`src/rtl/instr_fetch_buffer.sv`:
```
// ============================================================================
// instr_fetch_buffer
// ----------------------------------------------------------------------------
// Purpose:
//   Fetches 32-bit instruction words from instruction memory, buffers them in
//   an in-order FIFO and hands one {instruction, pc} pair per handshake to the
//   decoder. A redirect (taken branch/jump) flushes the FIFO and marks every
//   read still in flight as wrong-path so its response is dropped on arrival.
//
// Optional feature (compile-time macro IFB_BYPASS_EN):
//   When defined, a response that arrives while the FIFO is empty, nothing
//   is being discarded and no redirect is active is shown to the decoder in
//   the same cycle. It is written into the FIFO only if the decoder does not
//   take it immediately. When undefined, the decoder only ever sees FIFO
//   registers (one cycle of latency from response to instr_valid).
//
// Ports:
//   clk, rst_n                       clock (rising edge), async active-low reset
//   imem_req_valid/ready, imem_addr  read request channel (word-aligned address)
//   imem_rsp_valid, imem_rsp_data    in-order read responses, no backpressure
//   instr_valid/ready, instruction,  decoder-side handshake with the PC of the
//   instr_pc                         presented instruction
//   redirect_valid, redirect_pc      one-cycle redirect pulse and target
// ============================================================================
module instr_fetch_buffer #(
    parameter int unsigned     XLEN     = 32,
    parameter int unsigned     DEPTH    = 4,
    parameter logic [XLEN-1:0] RESET_PC = {XLEN{1'b0}}
) (
    input  logic            clk,
    input  logic            rst_n,
    output logic            imem_req_valid,
    input  logic            imem_req_ready,
    output logic [XLEN-1:0] imem_addr,
    input  logic            imem_rsp_valid,
    input  logic [31:0]     imem_rsp_data,
    output logic            instr_valid,
    input  logic            instr_ready,
    output logic [31:0]     instruction,
    output logic [XLEN-1:0] instr_pc,
    input  logic            redirect_valid,
    input  logic [XLEN-1:0] redirect_pc
);

    localparam int unsigned CW = $clog2(DEPTH + 1);
    localparam int unsigned PW = (DEPTH > 1) ? $clog2(DEPTH) : 1;

    // ---------------- state ----------------
    logic [XLEN-1:0] r_fetch_pc;
    logic [XLEN-1:0] r_rsp_pc;
    logic [CW-1:0]   r_count;
    logic [CW-1:0]   r_outst;
    logic [CW-1:0]   r_discard;
    logic [PW-1:0]   r_wr_ptr;
    logic [PW-1:0]   r_rd_ptr;
    logic [31:0]     r_mem_data [DEPTH];
    logic [XLEN-1:0] r_mem_pc   [DEPTH];
    logic            r_req_valid;
    logic            r_instr_valid;
    logic [31:0]     r_instruction;
    logic [XLEN-1:0] r_instr_pc;

    // ---------------- combinational ----------------
    logic            w_req_hs;
    logic            w_rsp_keep;
    logic            w_fifo_pop;
    logic            w_bypass;
    logic            w_push;
    logic [XLEN-1:0] w_redirect_pc;
    logic [CW-1:0]   w_outst_next;
    logic [CW-1:0]   w_count_next;
    logic [CW-1:0]   w_discard_next;
    logic [PW-1:0]   w_rd_next;
    logic [PW-1:0]   w_wr_next;
    logic [XLEN-1:0] w_fetch_pc_next;
    logic [XLEN-1:0] w_rsp_pc_next;
    logic [CW:0]     w_occ_next;
    logic [31:0]     w_head_data;
    logic [XLEN-1:0] w_head_pc;
    logic            w_unused_pc_lsbs;

    // Low target bits are architecturally ignored (word-aligned fetch).
    assign w_unused_pc_lsbs = ^redirect_pc[1:0];
    assign w_redirect_pc    = {redirect_pc[XLEN-1:2], 2'b00};

    assign w_req_hs   = r_req_valid & imem_req_ready;
    // A response is kept only when it is not owed to an earlier redirect and
    // no redirect is flushing the pipeline this very cycle.
    assign w_rsp_keep = imem_rsp_valid & (r_discard == {CW{1'b0}}) & ~redirect_valid;
    assign w_fifo_pop = r_instr_valid & instr_ready;

`ifdef IFB_BYPASS_EN
    assign w_bypass    = w_rsp_keep & (r_count == {CW{1'b0}});
    assign w_push      = w_rsp_keep & ~(w_bypass & instr_ready);
    assign instr_valid = r_instr_valid | w_bypass;
    assign instruction = w_bypass ? imem_rsp_data : r_instruction;
    assign instr_pc    = w_bypass ? r_rsp_pc : r_instr_pc;
`else
    assign w_bypass    = 1'b0;
    assign w_push      = w_rsp_keep;
    assign instr_valid = r_instr_valid;
    assign instruction = r_instruction;
    assign instr_pc    = r_instr_pc;
`endif

    assign imem_req_valid = r_req_valid;
    assign imem_addr      = r_fetch_pc;

    // Next-state computation for counters, pointers, PCs and the FIFO head.
    always_comb begin
        w_outst_next = r_outst + CW'(w_req_hs) - CW'(imem_rsp_valid);
        if (redirect_valid) begin
            // Everything still in flight after this edge belongs to the old path.
            w_count_next    = {CW{1'b0}};
            w_rd_next       = {PW{1'b0}};
            w_wr_next       = {PW{1'b0}};
            w_discard_next  = w_outst_next;
            w_fetch_pc_next = w_redirect_pc;
            w_rsp_pc_next   = w_redirect_pc;
        end else begin
            w_count_next = r_count + CW'(w_push) - CW'(w_fifo_pop);
            w_rd_next    = r_rd_ptr + PW'(w_fifo_pop);
            w_wr_next    = r_wr_ptr + PW'(w_push);
            if (imem_rsp_valid && (r_discard != {CW{1'b0}})) begin
                w_discard_next = r_discard - CW'(1'b1);
            end else begin
                w_discard_next = r_discard;
            end
            if (w_req_hs) begin
                w_fetch_pc_next = r_fetch_pc + XLEN'(3'd4);
            end else begin
                w_fetch_pc_next = r_fetch_pc;
            end
            // rsp_pc advances for every kept response, bypassed or buffered.
            if (w_rsp_keep) begin
                w_rsp_pc_next = r_rsp_pc + XLEN'(3'd4);
            end else begin
                w_rsp_pc_next = r_rsp_pc;
            end
        end

        w_occ_next = {1'b0, w_count_next} + {1'b0, w_outst_next};

        // The slot being written this cycle becomes the head when the FIFO
        // was (or is becoming) empty, so forward the incoming word.
        if (w_push && (r_wr_ptr == w_rd_next)) begin
            w_head_data = imem_rsp_data;
            w_head_pc   = r_rsp_pc;
        end else begin
            w_head_data = r_mem_data[w_rd_next];
            w_head_pc   = r_mem_pc[w_rd_next];
        end
    end

    // State registers and registered outputs.
    always_ff @(posedge clk or negedge rst_n) begin
        if (!rst_n) begin
            r_fetch_pc    <= RESET_PC;
            r_rsp_pc      <= RESET_PC;
            r_count       <= {CW{1'b0}};
            r_outst       <= {CW{1'b0}};
            r_discard     <= {CW{1'b0}};
            r_wr_ptr      <= {PW{1'b0}};
            r_rd_ptr      <= {PW{1'b0}};
            r_req_valid   <= 1'b0;
            r_instr_valid <= 1'b0;
            r_instruction <= 32'h0000_0000;
            r_instr_pc    <= {XLEN{1'b0}};
            for (int i = 0; i < int'(DEPTH); i++) begin
                r_mem_data[i] <= 32'h0000_0000;
                r_mem_pc[i]   <= {XLEN{1'b0}};
            end
        end else begin
            r_fetch_pc    <= w_fetch_pc_next;
            r_rsp_pc      <= w_rsp_pc_next;
            r_count       <= w_count_next;
            r_outst       <= w_outst_next;
            r_discard     <= w_discard_next;
            r_wr_ptr      <= w_wr_next;
            r_rd_ptr      <= w_rd_next;
            // Credit rule evaluated on the post-edge state, so the request
            // line is a clean register that holds until its handshake.
            r_req_valid   <= (w_occ_next < (CW + 1)'(DEPTH));
            r_instr_valid <= (w_count_next != {CW{1'b0}});
            r_instruction <= w_head_data;
            r_instr_pc    <= w_head_pc;
            if (w_push) begin
                r_mem_data[r_wr_ptr] <= imem_rsp_data;
                r_mem_pc[r_wr_ptr]   <= r_rsp_pc;
            end else begin
                r_mem_data[r_wr_ptr] <= r_mem_data[r_wr_ptr];
                r_mem_pc[r_wr_ptr]   <= r_mem_pc[r_wr_ptr];
            end
        end
    end

    instr_fetch_buffer_chk #(
        .DEPTH (DEPTH),
        .CW    (CW)
    ) u_chk (
        .clk            (clk),
        .rst_n          (rst_n),
        .count          (r_count),
        .outst          (r_outst),
        .imem_rsp_valid (imem_rsp_valid)
    );

endmodule

// ============================================================================
// instr_fetch_buffer_chk
// ----------------------------------------------------------------------------
// Purpose: runtime invariants of the fetch buffer (credit bound, no orphan
// responses). Observes only; drives nothing.
// Ports: clk, rst_n, count/outst (internal counters), imem_rsp_valid.
// ============================================================================
module instr_fetch_buffer_chk #(
    parameter int unsigned DEPTH = 4,
    parameter int unsigned CW    = 3
) (
    input logic          clk,
    input logic          rst_n,
    input logic [CW-1:0] count,
    input logic [CW-1:0] outst,
    input logic          imem_rsp_valid
);

    // Buffered plus in-flight words never exceed the FIFO capacity.
    a_credit_bound : assert property (@(posedge clk) disable iff (!rst_n)
        (({1'b0, count} + {1'b0, outst}) <= (CW + 1)'(DEPTH)));

    // Memory must never answer a read that was never issued.
    a_no_orphan_rsp : assert property (@(posedge clk) disable iff (!rst_n)
        (imem_rsp_valid |-> (outst != {CW{1'b0}})));

endmodule

```
`config.mk`:
```
export PLATFORM = sky130hd
export DESIGN_NAME = instr_fetch_buffer
export DESIGN_NICKNAME = d
export VERILOG_FILES = /design/src/rtl/instr_fetch_buffer.sv
export SDC_FILE = /design/constraint.sdc
export NUM_CORES = 1
export LEC_CHECK = 0
export CAP_MARGIN = 20
export CORE_MARGIN = 2
export CORE_UTILIZATION = 24
export CTS_CLUSTER_SIZE = 16
export DETAILED_ROUTE_END_ITERATION = 8
export GPL_ROUTABILITY_DRIVEN = 0
export PLACE_DENSITY = 0.4
export SYNTH_ARGS = -nofsm -noshare
export SYNTH_HDL_FRONTEND = slang
export SYNTH_SLANG_ARGS = --single-unit
```
`constraint.sdc`:
```
create_clock -name clk -period 4.9 [get_ports clk]
set_input_delay 1.47 -clock clk [delete_from_list [all_inputs] [get_ports clk]]
set_output_delay 1.47 -clock clk [all_outputs]
set_load 0.1 [all_outputs]
```
Word level (Yosys, flattened, before mapping):

Cells that the tools add are included.

* memory bits (read-only): 0
* bits of input ports: 70
* bits in latches: 0
* memories kept: 0
* word-level logic and storage cells: 81
* bits in writable memories: 0
* register bits after elaboration: 399

* reduce and logical (&&, ||, !) cells: 9
* divide/modulo/power cells: 0
* multiplexer cells: 31
* $add $sub $neg: 10
* order comparisons: 4
* $mul: 0
* eq/ne operators: 1
* shift-type cells: 0
* bitwise gates (word level): 7

Operators with widths (count)
* bitwise mux 128 bit: 4
* 2-to-1 mux 32 bit: 15
* binary-select mux 32 bit (select 2 bit): 4
* 2-to-1 mux 128 bit: 2
* adder 32 x 3 -> 32 bit (second input constant): 2
* demux 32 bit (select 2 bit): 1
* 2-to-1 mux 3 bit: 3
* adder 3 x 1 -> 3 bit: 2
* greater-or-equal comparator 3 bit (second input constant): 2
* NOT 2 -> 3 bit: 2
* nonzero test 2 bit: 3
* nonzero test 3 bit: 2
* subtractor 3 x 1 -> 3 bit: 2
* adder 2 x 1 -> 2 bit: 2
* adder 3 x 3 -> 4 bit: 1
* bitwise AND 1 bit: 4
* less-than comparator 4 x 3 -> 1 bit (second input constant): 1
* 2-to-1 mux 2 bit: 2
* logical AND 1 bit: 3
* zero test 3 bit: 1
* less-than comparator 3 x 1 -> 1 bit (second input constant): 1
* subtractor 3 x 1 -> 3 bit (second input constant): 1
* equality test 2 bit: 1
* NOT 1 bit: 1

Longest topological paths before layout:

Gate-level depths: netlist of the first run.

* word-level depth: 8
* gate-level depth with buffers: 16

Worst setup path before layout of the first run:

No wires, ideal clock.

* path kind: input to register
* start point: in imem_rsp_valid
* end point: reg r_req_valid (netlist: imem_req_valid)
* data arrival time: 4.365 ns
* data required time: 4.818 ns
* buffers on the path: 2
* setup slack: 0.453 ns
* library setup time: 0.082 ns
* stages on the path: 14
* cell sequence: nand3b_1 nor2_2 buf_2 clkbuf_1 inv_1 ha_1 inv_1 ha_1 fa_1 xnor2_1 nor2_1 ha_1 or3_1 a31oi_1

* word-level cells in the longest chain between the ends: 7
* elaborated cells between the ends (all ways): 8

Ends and longest elaborated chain
* start: declaration: line 35 `input logic imem_rsp_valid,`
* bitwise AND 1 bit (2 in series): line 89 `assign w_rsp_keep = imem_rsp_valid & (r_discard == {CW{1'b0}}) & ~redirect_valid;`
* adder 3 x 1 -> 3 bit: line 121 `w_count_next = r_count + CW'(w_push) - CW'(w_fifo_pop);`
* subtractor 3 x 1 -> 3 bit: line 121
* 2-to-1 mux 3 bit: line 112 `if (redirect_valid) begin`
* named net w_count_next[2]: line 71 `logic [CW-1:0] w_count_next;`
* adder 3 x 3 -> 4 bit: line 142 `w_occ_next = {1'b0, w_count_next} + {1'b0, w_outst_next};`
* less-than comparator 4 x 3 -> 1 bit: line 183 `r_req_valid <= (w_occ_next < (CW + 1)'(DEPTH));`
* end signal: assignment: line 183
* end: declaration: line 58 `logic r_req_valid;`

The timed path passes the listed nets, and every way through them passes these cells.
A chain may end at the register's enable or synchronous reset.

Worst setup path after layout of the first run:

Ends and elaborated chain as after synthesis.

==> qor.csv, run 1 <==
stage,metric,value,unit
detailed_routing,Antenna Nets Post-Route,0,
die,IO Count,168,
logic_synthesis,area fraction of the dominant cell type after synthesis,0.5098,
critical_path,Worst Path Arrival,4.31,ns
clock_tree,Post-CTS Setup Bufs,0,
clock_tree,Max clock buf depth,3,
logic_synthesis,Avg Synthesized Cell Area,11.63,um2
logic_synthesis,Mapped Area,19390,um2
logic_synthesis,"EDFF count, synth",0,
sta,RSZ-0062 raised after global routing,false,
global_route,antenna violations before repair,0,
critical_path,CP required,5.41,ns
finish,area added between synthesis and finish,23.46,%
logic_synthesis,synth warn,0,
critical_path,Worst Path Max Fanout,3,
die,Die ar.,83080,um2
sta,Final Max Tran Viols,0,
die,initial core utilization,0.2415,
detailed_routing,drt first pass iters,4,
critical_path,crit path kind,in -> reg,
sta,worst-margin pin slew,1.109,ns
sta,FMAX,0.2631,GHz
pwr,PwrDens,658.4,nW/um2
sta,Min Hold Slack,0.4992,ns
hold_path,worst hold path class,reg -> reg,
finish,nets@finish,1866,
detailed_routing,vias,13590,
status,status,completed,
clock_tree,CTS tree,built,
logic_synthesis,top_reg_cell synth,dfrtp_1,
clock_tree,cts repair resizes,0,
sta,Slew HR,0.2582,
logic_synthesis,most frequent cell after synthesis,dfrtp_1,
place,Placed Cells,2789,
clock_tree,Clock transition at path regs,0.06,ns
sta,setup TNS,0,ns
logic_synthesis,post-synthesis sequential area ratio,0.5098,
finish,ant diodes,0,
die,Core Box Area,80290,um2
die,row count,104,
critical_path,critical path capture point type,register,
clock_tree,clk_lat worst skew,0.61,ns
detailed_routing,Post-Route WL,57090,um
finish,layout cells sized above 1,0.1844,
sta,worst clock skew,0.01799,ns
place,port bufs,163,
global_route,GRT Util Overall,0.1389,
die,Die W,288.2,um
detailed_routing,DRC Markers,0,
global_route,GRT overflow,0,
global_route,first-pass GRT wire length,88710,um
clock_tree,# H-tree levels,2,
clock_tree,CTS Root Cell,clkbuf_16,
logic_synthesis,Mapped Cells,1667,
pwr,Max VDD drop,374.9,uV
pwr,Static Leak,9.055,nW
sta,final period utilization,0.7757,
logic_synthesis,post-synth top area cell,dfrtp_1,
global_route,vias in the first global route,14430,
clock_tree,cts hold-fix bufs,0,
logic_synthesis,Yosys cell types,50,
place,DPL Wire Length,35020,um
finish,final instance count without filler cells,2882,
detailed_routing,WL per Instance,19.81,um
clock_tree,Clock Sinks,395,
logic_synthesis,Yosys reg bits,395,
clock_tree,CTS Buf Count,51,
finish,Final Util,0.2981,
run,Max-Cap Viols,0,
sta,final count of hold timing violations,0,
logic_synthesis,ys async rst share,1.000,
detailed_routing,Iteration-0 DRC Markers,729,
logic_synthesis,Synth top cells by count,"dfrtp_1, nand2_1, o21ai_0, mux4_2, nor2_1",
die,die height,288.2,um
critical_path,startpoint types,primary input,
detailed_routing,via/cell ratio,4.717,
logic_synthesis,synth top area cells,"dfrtp_1, mux4_2, o21ai_0, mux2_2, nand2_1",
sta,setup violators final,0,
global_route,largest net degree at the start of global routing,103,
sta,Final Critical Period,3.801,ns
==> flip-flops by register name (all words and copies together), names as in the netlist <==
register	count
r_mem_data	128
r_mem_pc	128
instr_pc	32
instruction	32
imem_addr	30
r_rsp_pc	30
r_count	3
r_discard	3
r_outst	3
r_rd_ptr	2
r_wr_ptr	2
imem_req_valid	1
instr_valid	1
==> per-stage QoR <==
step | total power [mW] | instance area [um2] | setup WS [ns]
after detailed placement | 12.01 | 22190 | 0.4778
after floorplan | 10.18 | 19390 | 0.4531
after global routing | 16.71 | 23940 | 0.9616
after global placement | 11.88 | 22190 | 0.4232
final | 15.76 | 23940 | 1.099
after CTS | 16.03 | 23940 | 1.068
==> layout by cell type (no fill, tap or decap), types with 15 or more instances in the layout <==
master / Yosys / final
nand3_1: 22 / 22
inv_1: 17 / 16
a211oi_1: 22 / 22
clkbuf_16: 0 / 51
a31oi_1: 15 / 15
clkdlybuf4s50_1: 0 / 161
dfrtp_1: 395 / 393
a21oi_1: 69 / 69
o21ai_0: 196 / 196
mux4_2: 126 / 126
mux2i_1: 63 / 63
mux2_2: 77 / 77
nor3_1: 31 / 31
xnor2_1: 21 / 21
nor2_1: 95 / 94
buf_4: 3 / 22
nand2_1: 214 / 213
and4_1: 18 / 18
nor4_1: 16 / 16
nand4_1: 21 / 21
o31ai_1: 15 / 15
==> power by group <==
group | internal, mW | total (mW) | switching [mW]
registers | 4.46 | 5.36 | 0.904
logic | 2.46 | 6.51 | 4.05
clock network | 2.35 | 3.89 | 1.54
total | 9.26 | 15.8 | 6.50
==> path summary, 6_finish.rpt <==
| kind | cells past startpoint | end | from | slack [ns] |
|---|---|---|---|---|
| min in group asynchronous | 1 | r_mem_data[23]$_DFFE_PN0P_ | rst_n | 0.86 |
| max in group asynchronous | 2 | instruction[4]$_DFF_PN0_ | rst_n | 2.97 |
| min | 2 | r_mem_data[47]$_DFFE_PN0P_ | r_mem_data[47]$_DFFE_PN0P_ | 0.50 |
| max reg2reg | 14 | imem_req_valid$_DFF_PN0_ | r_discard[0]$_DFFE_PN0P_ | 1.69 |
| max | 13 | imem_req_valid$_DFF_PN0_ | imem_rsp_valid | 1.10 |
| min reg2reg | 2 | r_mem_data[47]$_DFFE_PN0P_ | r_mem_data[47]$_DFFE_PN0P_ | 0.50 |
==> worst max-delay path: stages <==
cell and delay (ns):
clkdlybuf4s50_1 0.48, nand3b_1 0.20, nor2_4 0.15, inv_1 0.05, ha_1 0.27, inv_1 0.04
ha_1 0.19, fa_1 0.41, xnor2_1 0.13, nor2_1 0.16, ha_1 0.26, or3_1 0.36
a31oi_1 0.13
==> layout make-up <==
cell class | count | area (um2)
fillers | 8152 | 56350
flip-flops and latches | 395 | 9892
multi-input cells | 1123 | 8934
repair buffers | 194 | 1977
clock buffers | 71 | 1461
well taps | 1060 | 1326
clock inverters | 22 | 282.8
inverters | 17 | 63.81
==> cell families (layout without fill, tap and decap cells) <==
family | after synthesis | count (layout) | share of synthesized area
other | 1 | 2 | 0.0001934
adders and majority gates | 14 | 14 | 0.009809
xor gates and xnor gates | 29 | 29 | 0.01310
muxes | 266 | 266 | 0.2236
and+or+nand+nor | 476 | 476 | 0.1160
AOI/OAI and AO/OA | 336 | 336 | 0.09577
buffers and inverters | 150 | 304 | 0.03169
DFF | 395 | 395 | 0.5098
==> metal layers <==
| layer | track usage | routed length [um] | up-vias |
|---|---|---|---|
| met5 | 0 | 0 | - |
| met4 | 0.04080 | 1399 | 0 |
| met3 | 0.02220 | 2316 | 92 |
| met2 | 0.2317 | 27430 | 262 |
| met1 | 0.1859 | 25950 | 6896 |
| li1 | - | - | 6343 |
No activity file was read; power rests on OpenSTA's default activity.
==> inputs of run 2 (changes only) <==
--- a/config.mk
+++ b/config.mk
@@ -11,7 +11,7 @@
 export CTS_CLUSTER_SIZE = 16
 export DETAILED_ROUTE_END_ITERATION = 8
 export GPL_ROUTABILITY_DRIVEN = 0
-export PLACE_DENSITY = 0.4
+export PLACE_DENSITY = 0.41
 export SYNTH_ARGS = -nofsm -noshare
 export SYNTH_HDL_FRONTEND = slang
 export SYNTH_SLANG_ARGS = --single-unit
==> constraint.sdc (replaced) <==
create_clock -name clk -period 3.2 [get_ports clk]
set_input_delay 0.96 -clock clk [delete_from_list [all_inputs] [get_ports clk]]
set_output_delay 0.96 -clock clk [all_outputs]
set_load 0.1 [all_outputs]
==> qor.csv, run 2 (synthesis results as in run 1) <==
stage,metric,value,unit
sta,Final Max Tran Viols,0,
critical_path,startpoint types,primary input,
clock_tree,CTS Buf Count,49,
pwr,clock network power share,0.236,
finish,area added between synthesis and finish,25.94,%
die,initial core utilization,0.2415,
status,status,completed,
clock_tree,CTS Root Cell,clkbuf_16,
detailed_routing,WL per Instance,19.77,um
place,Post-Place Worst Slack,-0.4867,ns
die,Core Box Area,80290,um2
place,DPL Wire Length,38310,um
pwr,Logic pwr share,0.427,
global_route,vias in the first global route,14390,
die,Die ar.,83080,um2
detailed_routing,DRC Markers,0,
finish,layout cells sized above 1,0.2642,
sta,setup violators final,0,
place,Placed Area,22750,um2
pwr,Static Leak,9.524,nW
die,Die W,288.2,um
pwr,P_int,14.13,mW
sta,post-route worst setup slack,0.1831,ns
finish,ant diodes,0,
pwr,sw power,9.949,mW
clock_tree,Clock transition at path regs,0.06,ns
finish,biggest regs,"r_mem_data x128, r_mem_pc x128",
detailed_routing,drt first pass iters,5,
hold_path,worst hold path class,in -> async,
sta,final count of hold timing violations,0,
sta,final period utilization,0.9428,
finish,nets@finish,1924,
pwr,Seq pwr share,0.337,
pwr,PwrDens,986.0,nW/um2
clock_tree,cts hold-fix bufs,0,
sta,RSZ-0062 raised after global routing,false,
critical_path,reg2reg end,imem_req_valid$_DFF_PN0_,
pwr,Max VDD drop,522.4,uV
critical_path,CP required,3.72,ns
critical_path,CP dominant cell by count,ha_4,
detailed_routing,via/cell ratio,4.715,
critical_path,Worst Path Max Fanout,2,
sta,Min Hold Slack,0.4126,ns
clock_tree,Max clock buf depth,3,
critical_path,CP Cell Sequence,clkdlybuf4s50_1 -> nand3b_1 -> nor2_4 -> inv_4 -> ha_4 -> inv_2 -> ha_4 -> fa_2 -> xnor2_1 -> nor2_1 -> ha_1 -> or3_1 -> a31oi_1,
finish,"most common cell after layout, fill and taps aside",dfrtp_1,
sta,Slew HR,0.3703,
detailed_routing,Antenna Nets Post-Route,0,
global_route,first-pass GRT wire length,89420,um
critical_path,critical path capture point type,register,
critical_path,reg2reg start,r_discard[0]$_DFFE_PN0P_,
sta,Final Critical Period,3.017,ns
die,IO Count,168,
global_route,GRT Util Overall,0.1406,
detailed_routing,Iteration-0 DRC Markers,809,
global_route,antenna violations before repair,1,
detailed_routing,vias,13870,
critical_path,Worst Path Arrival,3.54,ns
place,port bufs,163,
critical_path,Register-to-Register Path Depth,14,
global_route,GRT overflow,0,
clock_tree,clk_lat worst skew,0.59,ns
pwr,sw frac,0.4132,
critical_path,"slowest stage delay, CP",0.50,ns
die,die height,288.2,um
clock_tree,Post-CTS Setup Bufs,0,
critical_path,Critical-path top delay cell,clkdlybuf4s50_1,
sta,worst-margin pin slew,0.9359,ns
sta,worst clock skew,0.03250,ns
sta,FMAX,0.3315,GHz
detailed_routing,Post-Route WL,58150,um
critical_path,FF-to-FF setup slack,0.37,ns
clock_tree,CTS tree,built,
finish,most frequent cells in the layout,"dfrtp_1, nand2_1, o21ai_0, buf_4, mux4_2",
clock_tree,cts repair resizes,0,
die,row count,104,
run,Max-Cap Viols,0,
clock_tree,# H-tree levels,2,
critical_path,crit path kind,in -> reg,
global_route,largest net degree at the start of global routing,73,
finish,design area,24420,um2
clock_tree,Clock Sinks,395,
==> run 2: critical path, delay by kind of cell <==
family,cells,cell delay (ns)
buf+inv,3,0.58
compound gates,1,0.14
simple gates,4,0.75
fa+ha+maj,4,0.97
xor+xnor,1,0.13
==> run 2: cell type report <==
cell class,count,area [um2]
Multi-Input combinational cell,1123,8961
Clock buffer,77,1554
Tap cell,1060,1326
Fill cell,8159,55870
Inverter,17,66.31
Timing Repair Buffer,254,2512
Sequential cell,395,9892
Clock inverter,15,106.4
==> run 2: worst max path at each step <==
stage	start	endpoint	cells past startpoint
2_1_floorplan	imem_rsp_valid	imem_req_valid$_DFF_PN0_	14
3_3_place_gp	imem_rsp_valid	imem_req_valid$_DFF_PN0_	13
3_5_place_dp	imem_rsp_valid	imem_req_valid$_DFF_PN0_	13
4_1_cts	imem_rsp_valid	imem_req_valid$_DFF_PN0_	13
5_1_grt	imem_rsp_valid	imem_req_valid$_DFF_PN0_	13
6_report	imem_rsp_valid	imem_req_valid$_DFF_PN0_	13
==> run 2: power groups by stage <==
stage | clock (mW) | combinational (mW) | sequential, mW
finish | 5.68 | 10.3 | 8.12
global route | 6.11 | 11.1 | 8.38
CTS | 5.91 | 10.4 | 8.14
detailed placement | 0 | 10.4 | 8.18
global placement | 0 | 10.3 | 8.11
floorplan | 0 | 4.49 | 11.1
==> run 2: per-layer routing <==
layer  vias up  routed length, um  GRT usage
met3        76               2682    0.02267
met5         -                  0          0
met2       301              28230     0.2372
met1      7025              25970     0.1868
met4         0               1269    0.03886
li1       6465                  -          -
==> run 2: stage by stage <==
stage | cells | power (mW) | setup TNS, ns | util
6_report | 2941 | 24.08 | 0 | 0.3041
5_1_grt | 2941 | 25.55 | 0 | 0.3041
4_1_cts | 2940 | 24.49 | 0 | 0.3040
3_5_place_dp | 2848 | 18.62 | -36.69 | 0.2834
3_3_place_gp | 2848 | 18.44 | -30.54 | 0.2834
2_1_floorplan | 1668 | 15.61 | -0.2932 | -
